## config.mk

```make
export PLATFORM = sky130hd
export DESIGN_NAME = vga_sync_monitor
export DESIGN_NICKNAME = d
export VERILOG_FILES = /design/src/rtl/vga_sync_monitor.sv
export SDC_FILE = /design/constraint.sdc
export NUM_CORES = 1
export LEC_CHECK = 0
export CAP_MARGIN = 15
export CORE_AREA = 4 4 75 130
export CTS_CLUSTER_DIAMETER = 150
export DETAILED_ROUTE_END_ITERATION = 8
export DIE_AREA = 0 0 79 134
export PLACE_DENSITY_LB_ADDON = 0.1
export SYNTH_ARGS = -nofsm -noshare
export SYNTH_HDL_FRONTEND = slang
export SYNTH_SLANG_ARGS = --single-unit
export TNS_END_PERCENT = 30
```

## constraint.sdc

```tcl
create_clock -name clk -period 4.05 [get_ports clk]
set_input_delay 0.6075 -clock clk [delete_from_list [all_inputs] [get_ports clk]]
set_output_delay 0.6075 -clock clk [all_outputs]
set_load 0.02 [all_outputs]
```

## src/rtl/vga_sync_monitor.sv

```systemverilog
// vga_sync_monitor: receive-side checker for the VGA sync generator.
// It samples active-low hsync/vsync, checks line and frame timing, locks
// after enough good lines plus a vsync fall, and recovers display enable
// and pixel/line coordinates for downstream logic.
// Optional build macro: VGA_SYNC_MON_SYNC_EN adds a two-flop synchronizer
// (reset to idle high) ahead of the input register, delaying all outputs
// by two extra cycles.
module vga_sync_monitor #(
  parameter int H_TOTAL    = 1600,
  parameter int H_PULSE    = 192,
  parameter int H_BP       = 96,
  parameter int H_DISP     = 1280,
  parameter int V_TOTAL    = 521,
  parameter int V_PULSE    = 2,
  parameter int V_BP       = 29,
  parameter int V_DISP     = 480,
  parameter int LOCK_LINES = 4
) (
  input  logic        clk,
  input  logic        resetbutton,
  input  logic        vga_hsync,
  input  logic        vga_vsync,
  output logic        locked,
  output logic        de,
  output logic [10:0] pix_x,
  output logic [9:0]  pix_y,
  output logic        frame_start,
  output logic        sync_err,
  output logic [7:0]  err_count
);

  localparam int HW = $clog2(2 * H_TOTAL + 1);
  localparam int GW = $clog2(LOCK_LINES + 1);

  localparam logic [HW-1:0] H_SAT       = HW'(2 * H_TOTAL);
  localparam logic [HW-1:0] H_LINE_LAST = HW'(H_TOTAL - 1);
  localparam logic [HW-1:0] H_RISE_AT   = HW'(H_PULSE - 1);
  localparam logic [HW-1:0] H_DE_FIRST  = HW'(H_PULSE + H_BP);
  localparam logic [HW-1:0] H_DE_LAST   = HW'(H_PULSE + H_BP + H_DISP - 1);
  localparam logic [9:0]    V_LAST      = 10'(V_TOTAL - 1);
  localparam logic [9:0]    V_PULSE_C   = 10'(V_PULSE);
  localparam logic [9:0]    V_DE_FIRST  = 10'(V_PULSE + V_BP);
  localparam logic [9:0]    V_DE_LAST   = 10'(V_PULSE + V_BP + V_DISP - 1);
  localparam logic [GW-1:0] GOOD_FULL   = GW'(LOCK_LINES);

  typedef enum logic [1:0] {SEARCH, MEASURE, LOCKED} state_t;

  logic hs_src, vs_src;

`ifdef VGA_SYNC_MON_SYNC_EN
  logic hs_meta_q, hs_meta_d, hs_sync_q, hs_sync_d;
  logic vs_meta_q, vs_meta_d, vs_sync_q, vs_sync_d;

  // Synchronizer next values: plain two-stage shift of each pin.
  always_comb begin
    hs_meta_d = vga_hsync;
    hs_sync_d = hs_meta_q;
    vs_meta_d = vga_vsync;
    vs_sync_d = vs_meta_q;
  end

  // Synchronizer flops idle high so reset never looks like a sync pulse.
  always_ff @(posedge clk or posedge resetbutton) begin
    if (resetbutton) begin
      hs_meta_q <= 1'b1;
      hs_sync_q <= 1'b1;
      vs_meta_q <= 1'b1;
      vs_sync_q <= 1'b1;
    end else begin
      hs_meta_q <= hs_meta_d;
      hs_sync_q <= hs_sync_d;
      vs_meta_q <= vs_meta_d;
      vs_sync_q <= vs_sync_d;
    end
  end

  assign hs_src = hs_sync_q;
  assign vs_src = vs_sync_q;
`else
  assign hs_src = vga_hsync;
  assign vs_src = vga_vsync;
`endif

  logic hs_in_q, hs_in_d, hs_last_q, hs_last_d;
  logic vs_in_q, vs_in_d, vs_last_q, vs_last_d;
  logic fall_q, fall_d, rise_q, rise_d;

  // Input register, one-cycle history and registered hsync edge flags.
  always_comb begin
    hs_in_d   = hs_src;
    vs_in_d   = vs_src;
    hs_last_d = hs_in_q;
    vs_last_d = vs_in_q;
    fall_d    = hs_last_q & ~hs_in_q;
    rise_d    = ~hs_last_q & hs_in_q;
  end

  // Sampling pipeline; idle-high reset avoids a phantom edge after reset.
  always_ff @(posedge clk or posedge resetbutton) begin
    if (resetbutton) begin
      hs_in_q   <= 1'b1;
      vs_in_q   <= 1'b1;
      hs_last_q <= 1'b1;
      vs_last_q <= 1'b1;
      fall_q    <= 1'b0;
      rise_q    <= 1'b0;
    end else begin
      hs_in_q   <= hs_in_d;
      vs_in_q   <= vs_in_d;
      hs_last_q <= hs_last_d;
      vs_last_q <= vs_last_d;
      fall_q    <= fall_d;
      rise_q    <= rise_d;
    end
  end

  logic [HW-1:0] h_cnt_q, h_cnt_d, rise_at_q, rise_at_d;
  logic          rise_seen_q, rise_seen_d;
  logic          vs_prev_fall_q, vs_prev_fall_d;
  logic [9:0]    v_cnt_q, v_cnt_d, vlow_cnt_q, vlow_cnt_d, vlow_len_q, vlow_len_d;
  logic          vfall, line_ok, frame_ok, timeout;

  // Horizontal/vertical measurement counters, all keyed off hsync falls.
  // vs_last_q is the vsync sample aligned with the hsync fall flag.
  always_comb begin
    h_cnt_d        = h_cnt_q;
    rise_at_d      = rise_at_q;
    rise_seen_d    = rise_seen_q;
    vs_prev_fall_d = vs_prev_fall_q;
    v_cnt_d        = v_cnt_q;
    vlow_cnt_d     = vlow_cnt_q;
    vlow_len_d     = vlow_len_q;
    vfall          = fall_q & vs_prev_fall_q & ~vs_last_q;
    line_ok        = (h_cnt_q == H_LINE_LAST) && rise_seen_q && (rise_at_q == H_RISE_AT);
    frame_ok       = (v_cnt_q == V_LAST) && (vlow_len_q == V_PULSE_C);
    timeout        = (h_cnt_q == H_SAT);
    if (fall_q) begin
      h_cnt_d        = '0;
      rise_seen_d    = 1'b0;
      vs_prev_fall_d = vs_last_q;
      if (vfall) begin
        v_cnt_d = '0;
      end else if (v_cnt_q != 10'h3FF) begin
        v_cnt_d = v_cnt_q + 10'd1;
      end
      if (!vs_last_q) begin
        if (vfall) begin
          vlow_cnt_d = 10'd1;
        end else if (vlow_cnt_q != 10'h3FF) begin
          vlow_cnt_d = vlow_cnt_q + 10'd1;
        end
      end else if (!vs_prev_fall_q) begin
        vlow_len_d = vlow_cnt_q;
      end
    end else begin
      if (!timeout) begin
        h_cnt_d = h_cnt_q + 1'b1;
      end
      if (rise_q) begin
        rise_seen_d = 1'b1;
        rise_at_d   = h_cnt_q;
      end
    end
  end

  // Measurement registers.
  always_ff @(posedge clk or posedge resetbutton) begin
    if (resetbutton) begin
      h_cnt_q        <= '0;
      rise_at_q      <= '0;
      rise_seen_q    <= 1'b0;
      vs_prev_fall_q <= 1'b1;
      v_cnt_q        <= '0;
      vlow_cnt_q     <= '0;
      vlow_len_q     <= '0;
    end else begin
      h_cnt_q        <= h_cnt_d;
      rise_at_q      <= rise_at_d;
      rise_seen_q    <= rise_seen_d;
      vs_prev_fall_q <= vs_prev_fall_d;
      v_cnt_q        <= v_cnt_d;
      vlow_cnt_q     <= vlow_cnt_d;
      vlow_len_q     <= vlow_len_d;
    end
  end

  state_t        state_q, state_d;
  logic [GW-1:0] good_q, good_d;
  logic          err;

  // FSM state register.
  always_ff @(posedge clk or posedge resetbutton) begin
    if (resetbutton) begin
      state_q <= SEARCH;
      good_q  <= '0;
    end else begin
      state_q <= state_d;
      good_q  <= good_d;
    end
  end

  // FSM next state: a fall always takes priority over the timeout.
  always_comb begin
    state_d = state_q;
    good_d  = good_q;
    err     = 1'b0;
    if (fall_q) begin
      unique case (state_q)
        SEARCH: begin
          state_d = MEASURE;
          good_d  = '0;
        end
        MEASURE: begin
          if (line_ok) begin
            if (good_q != GOOD_FULL) good_d = good_q + 1'b1;
          end else begin
            good_d = '0;
            err    = 1'b1;
          end
          if (good_d == GOOD_FULL && vfall) state_d = LOCKED;
        end
        LOCKED: begin
          if (!line_ok || (vfall && !frame_ok)) begin
            state_d = MEASURE;
            good_d  = '0;
            err     = 1'b1;
          end
        end
        default: begin
          state_d = SEARCH;
          good_d  = '0;
        end
      endcase
    end else if (state_q != SEARCH && timeout) begin
      state_d = SEARCH;
      good_d  = '0;
    end
  end

  logic          locked_q, locked_d, de_q, de_d, frame_start_q, frame_start_d;
  logic          sync_err_q, sync_err_d;
  logic [10:0]   pix_x_q, pix_x_d;
  logic [9:0]    pix_y_q, pix_y_d;
  logic [7:0]    err_count_q, err_count_d;
  logic [HW-1:0] h_off;
  logic [9:0]    v_off;

  // Outputs use next-cycle counter values so they line up with h_cnt_q.
  always_comb begin
    h_off         = h_cnt_d - H_DE_FIRST;
    v_off         = v_cnt_d - V_DE_FIRST;
    locked_d      = (state_d == LOCKED);
    de_d          = locked_d && (h_cnt_d >= H_DE_FIRST) && (h_cnt_d <= H_DE_LAST)
                    && (v_cnt_d >= V_DE_FIRST) && (v_cnt_d <= V_DE_LAST);
    pix_x_d       = de_d ? 11'(h_off) : 11'd0;
    pix_y_d       = de_d ? v_off : 10'd0;
    frame_start_d = vfall && (state_d == LOCKED);
    sync_err_d    = err;
    err_count_d   = err_count_q;
    if (err && err_count_q != 8'hFF) err_count_d = err_count_q + 8'd1;
  end

  // Registered outputs.
  always_ff @(posedge clk or posedge resetbutton) begin
    if (resetbutton) begin
      locked_q      <= 1'b0;
      de_q          <= 1'b0;
      pix_x_q       <= '0;
      pix_y_q       <= '0;
      frame_start_q <= 1'b0;
      sync_err_q    <= 1'b0;
      err_count_q   <= '0;
    end else begin
      locked_q      <= locked_d;
      de_q          <= de_d;
      pix_x_q       <= pix_x_d;
      pix_y_q       <= pix_y_d;
      frame_start_q <= frame_start_d;
      sync_err_q    <= sync_err_d;
      err_count_q   <= err_count_d;
    end
  end

  assign locked      = locked_q;
  assign de          = de_q;
  assign pix_x       = pix_x_q;
  assign pix_y       = pix_y_q;
  assign frame_start = frame_start_q;
  assign sync_err    = sync_err_q;
  assign err_count   = err_count_q;

endmodule

```

==> insert_results.sql <==
INSERT INTO impl_metrics (metric_group, metric, value, unit) VALUES
('placement', 'place_congestion', '0.956', ''),
('layout', 'share_of_post_route_cells_with_drive_strength_above_1', '9.28', '%'),
('clocking', 'htree_num_levels', '3', ''),
('global_route', 'grt_start_max_net_pins', '66', ''),
('sta', 'skew', '0.00958', 'ns'),
('sta', 'layout_worst_path_cycle_share', '84.2', '%'),
('sta', 'grt_setup_unrepaired', 'false', ''),
('power', 'power_switching_share', '27.9', '%'),
('sta', 'totalNegativeSetupSlack', '0', 'ns'),
('clocking', 'tritoncts', 'built', ''),
('drt', 'drt-pass1-iter-count', '4', ''),
('drt', 'detail_route.wl_per_cell', '17.5', 'um'),
('worst_hold_path', 'min_to', 'hs_last_q$_DFF_PP1_', ''),
('worst_hold_path', 'worst_hold_path_type', 'register to register', ''),
('power', 'power.combinational.fraction', '15.3', '%'),
('power', 'power_switching', '709', 'uW'),
('sta', 'timing.final.ws_setup', '0.641', 'ns'),
('clocking', 'tritoncts.num_buffers', '9', ''),
('sta', 'timing.final.setup_violations', '0', ''),
('drt', 'num_vias', '3786', ''),
('flow_run', 'maxCapViolations', '0', ''),
('sta', 'clock.fmax', '293', 'MHz'),
('drt', 'wl_met3', '306', 'um'),
('floorplanning', 'design.portCount', '37', ''),
('worst_setup_path', 'setup.reg_to_reg.worst_slack', '0.64', 'ns'),
('floorplanning', 'chipHeight', '134', 'um'),
('status', 'status', 'complete, no violations', ''),
('placement', 'dp_worst_setup_slack', '0.747', 'ns'),
('power', 'p_per_area', '444', 'nW/um^2'),
('power', 'pwr-share-seq', '48.7', '%'),
('floorplanning', 'std_cell_rows', '45', ''),
('global_route', 'antenna_found_initial', '0', ''),
('clocking', 'cts_resized', '0', ''),
('drt', 'route.layer.met1.wl', '4100', 'um'),
('worst_setup_path', 'timing.critical_path.required', '4.24', 'ns'),
('worst_setup_path', 'rr_endpoint', 'pix_x[2]$_DFF_PP0_', ''),
('floorplanning', 'die_w', '79', 'um'),
('global_route', 'globalRoute.totalOverflow', '0', ''),
('logic_synthesis', 'synthesized_flop_and_latch_total', '100', ''),
('worst_hold_path', 'hold_depth', '0', ''),
('drt', 'drt_iter0_markers', '152', ''),
('layout', 'layout.filler_cells', '720', ''),
('logic_synthesis', 'syn-num-nets', '509', ''),
('worst_setup_path', 'biggest_fanout_along_the_worst_timing_path', '21', ''),
('logic_synthesis', 'synth_warnings', '0', ''),
('layout', 'insertedDiodeCount', '0', ''),
('clocking', 'cts-hold-fix-buffers', '0', ''),
('power', 'peakVddDrop', '0.000359', 'V'),
('clocking', 'cts_sinks', '100', ''),
('floorplanning', 'design.core.area', '8670', 'um^2'),
('logic_synthesis', 'synthArstFlopShare', '100', '%'),
('sta', 'worst_slew_pin_slew', '1.06', 'ns'),
('worst_setup_path', 'critical_path.reg2reg.startpoint', 'v_cnt_q[1]$_DFF_PP0_', ''),
('clocking', 'post-cts-setup-buffers', '0', ''),
('worst_setup_path', 'worst_r2r_path_depth', '10', ''),
('drt', 'top_layer', 'met4', ''),
('floorplanning', 'total_die_area', '10600', 'um^2'),
('placement', 'portBuffers', '36', ''),
('clocking', 'root_buffer', 'sky130_fd_sc_hd__clkbuf_16', ''),
('clocking', 'worst_skew_pair.late_latency', '0.35', 'ns'),
('logic_synthesis', 'count_of_cell_types_in_the_netlist', '59', ''),
('power', 'pwr-share-clk', '36.0', '%'),
('worst_setup_path', 'cp.arrival', '3.60', 'ns'),
('global_route', 'wire_length_of_the_first_global_routing_pass', '19000', 'um'),
('drt', 'totalWireLength', '11300', 'um'),
('clocking', 'clk_path_buf_depth', '2', ''),
('logic_synthesis', 'post_synthesis_sequential_area_ratio', '50.8', '%'),
('logic_synthesis', 'mappedNetlistArea', '4940', 'um^2'),
('worst_setup_path', 'criticalPathCategory', 'register to register', ''),
('sta', 'max-slew-margin-rel', '28.9', '%'),
('drt', 'final_antenna_net_count', '0', '');
kinds of logic after synthesis:
| family | Yosys count | share of synthesized area [%] |
|---|---|---|
| adders and majority gates | 15 | 3.80 |
| and+or+nand+nor | 216 | 22.8 |
| AOI/OAI and AO/OA | 68 | 9.71 |
| buffers and inverters | 43 | 3.73 |
| DFF | 100 | 50.8 |
| muxes | 14 | 3.12 |
| xor gates and xnor gates | 34 | 6.03 |
cell type report:
class                      instances  area, um^2  area share [%]
clock buffer                      12         246            4.31
inverter                          22        85.1            1.49
sequential                       100        2510            43.9
multi-input combinational        347        2240            39.3
clock inverter                     4        72.6            1.27
tap                              117         146            2.56
timing repair buffer              43         413            7.22
cells in the final DEF, fill, tap and decap left out, types with 14 or more instances in the layout:
| cell type | count |
|---|---|
| sky130_fd_sc_hd__dfrtp_1 | 95 |
| sky130_fd_sc_hd__nand2_1 | 60 |
| sky130_fd_sc_hd__clkdlybuf4s50_1 | 36 |
| sky130_fd_sc_hd__nor2_1 | 31 |
| sky130_fd_sc_hd__nor3_1 | 22 |
| sky130_fd_sc_hd__nand3_1 | 21 |
| sky130_fd_sc_hd__inv_1 | 20 |
| sky130_fd_sc_hd__xnor2_1 | 19 |
| sky130_fd_sc_hd__o21ai_0 | 16 |
| sky130_fd_sc_hd__and3_1 | 16 |
| sky130_fd_sc_hd__nand4_1 | 15 |
| sky130_fd_sc_hd__xor2_1 | 15 |
| sky130_fd_sc_hd__ha_1 | 15 |
| sky130_fd_sc_hd__a21oi_1 | 14 |
flip-flops by register name (all words and copies together) (netlist names), 2 cells and up:
register	cells
err_count	8
good_q	3
h_cnt_q	12
pix_x	11
pix_y	10
rise_at_q	12
state_q	2
v_cnt_q	10
vlow_cnt_q	10
vlow_len_q	10
how the worst max path moves through the flow:
stage | startpoint | endpoint | slack [ns] | cells past startpoint
6_report | v_cnt_q[1]$_DFF_PP0_ | pix_x[2]$_DFF_PP0_ | 0.64 | 10
5_1_grt | v_cnt_q[1]$_DFF_PP0_ | pix_x[2]$_DFF_PP0_ | 0.35 | 10
4_1_cts | v_cnt_q[1]$_DFF_PP0_ | pix_x[2]$_DFF_PP0_ | 0.65 | 10
3_5_place_dp | v_cnt_q[1]$_DFF_PP0_ | pix_x[2]$_DFF_PP0_ | 0.75 | 10
3_3_place_gp | v_cnt_q[1]$_DFF_PP0_ | pix_x[2]$_DFF_PP0_ | 0.94 | 10
2_1_floorplan | resetbutton | de$_DFF_PP0_ | 0.83 | 1
power by group through the flow:
stage | combinational [mW] | sequential [mW] | clock [mW]
finish | 0.389 | 1.24 | 0.914
global route | 0.435 | 1.25 | 0.967
CTS | 0.393 | 1.23 | 0.927
detailed placement | 0.389 | 1.25 | 0
global placement | 0.385 | 1.25 | 0
floorplan | 0.244 | 1.24 | 0
layer usage:
metal | track usage, % | up-vias
met5 | 0 | -
met4 | 9.27 | 0
met3 | 3.63 | 17
met2 | 44.6 | 83
met1 | 23.9 | 1885
li1 | - | 1801
cells in the mapped netlist, types with 3 or more instances:
| cell type | n | area (um^2) |
|---|---|---|
| sky130_fd_sc_hd__a311oi_1 | 3 | 26.3 |
| sky130_fd_sc_hd__nor4_1 | 11 | 68.8 |
| sky130_fd_sc_hd__and2_1 | 7 | 43.8 |
| sky130_fd_sc_hd__nand4_1 | 15 | 93.8 |
| sky130_fd_sc_hd__nor2_1 | 31 | 116 |
| sky130_fd_sc_hd__nand3b_1 | 3 | 22.5 |
| sky130_fd_sc_hd__dfstp_2 | 5 | 131 |
| sky130_fd_sc_hd__or3_1 | 4 | 25.0 |
| sky130_fd_sc_hd__xor2_1 | 15 | 131 |
| sky130_fd_sc_hd__mux2i_1 | 3 | 30.0 |
| sky130_fd_sc_hd__buf_2 | 6 | 30.0 |
| sky130_fd_sc_hd__and3_1 | 16 | 100 |
| sky130_fd_sc_hd__clkbuf_1 | 12 | 45.0 |
| sky130_fd_sc_hd__o21ai_0 | 16 | 80.1 |
| sky130_fd_sc_hd__mux2_2 | 11 | 124 |
| sky130_fd_sc_hd__xnor2_1 | 19 | 166 |
| sky130_fd_sc_hd__nand2_1 | 60 | 225 |
| sky130_fd_sc_hd__and4_1 | 3 | 26.3 |
| sky130_fd_sc_hd__a31oi_1 | 6 | 37.5 |
| sky130_fd_sc_hd__nand3_1 | 21 | 105 |
| sky130_fd_sc_hd__dfrtp_1 | 95 | 2380 |
| sky130_fd_sc_hd__a211oi_1 | 3 | 22.5 |
| sky130_fd_sc_hd__ha_1 | 15 | 188 |
| sky130_fd_sc_hd__nor3_1 | 22 | 110 |
| sky130_fd_sc_hd__o21a_1 | 3 | 22.5 |
| sky130_fd_sc_hd__a21oi_1 | 14 | 70.1 |
| sky130_fd_sc_hd__nor2b_1 | 8 | 50.1 |
| sky130_fd_sc_hd__inv_1 | 21 | 78.8 |
critical path, cell delays in order (launching register included):
cell and delay, ns:
sky130_fd_sc_hd__dfrtp_1 0.40, sky130_fd_sc_hd__ha_1 0.25, sky130_fd_sc_hd__nand4_1 0.17, sky130_fd_sc_hd__o41ai_1 0.49
sky130_fd_sc_hd__mux2i_1 0.24, sky130_fd_sc_hd__inv_1 0.17, sky130_fd_sc_hd__ha_1 0.22, sky130_fd_sc_hd__a41oi_1 0.19
sky130_fd_sc_hd__nand3_1 0.17, sky130_fd_sc_hd__nand4_2 0.41, sky130_fd_sc_hd__a2111oi_0 0.55
through the flow:
stage	util, %	instances	hold WS, ns	total power, mW	area, um^2
6_report	65.9	645	0.373	2.54	5720
5_1_grt	65.9	645	0.384	2.66	5720
4_1_cts	65.9	645	0.375	2.55	5720
3_5_place_dp	62.3	629	0.366	1.64	5400
3_3_place_gp	62.3	629	0.362	1.63	5400
2_1_floorplan	-	490	0.345	1.48	4940
(Power assumes the default switching activity.)
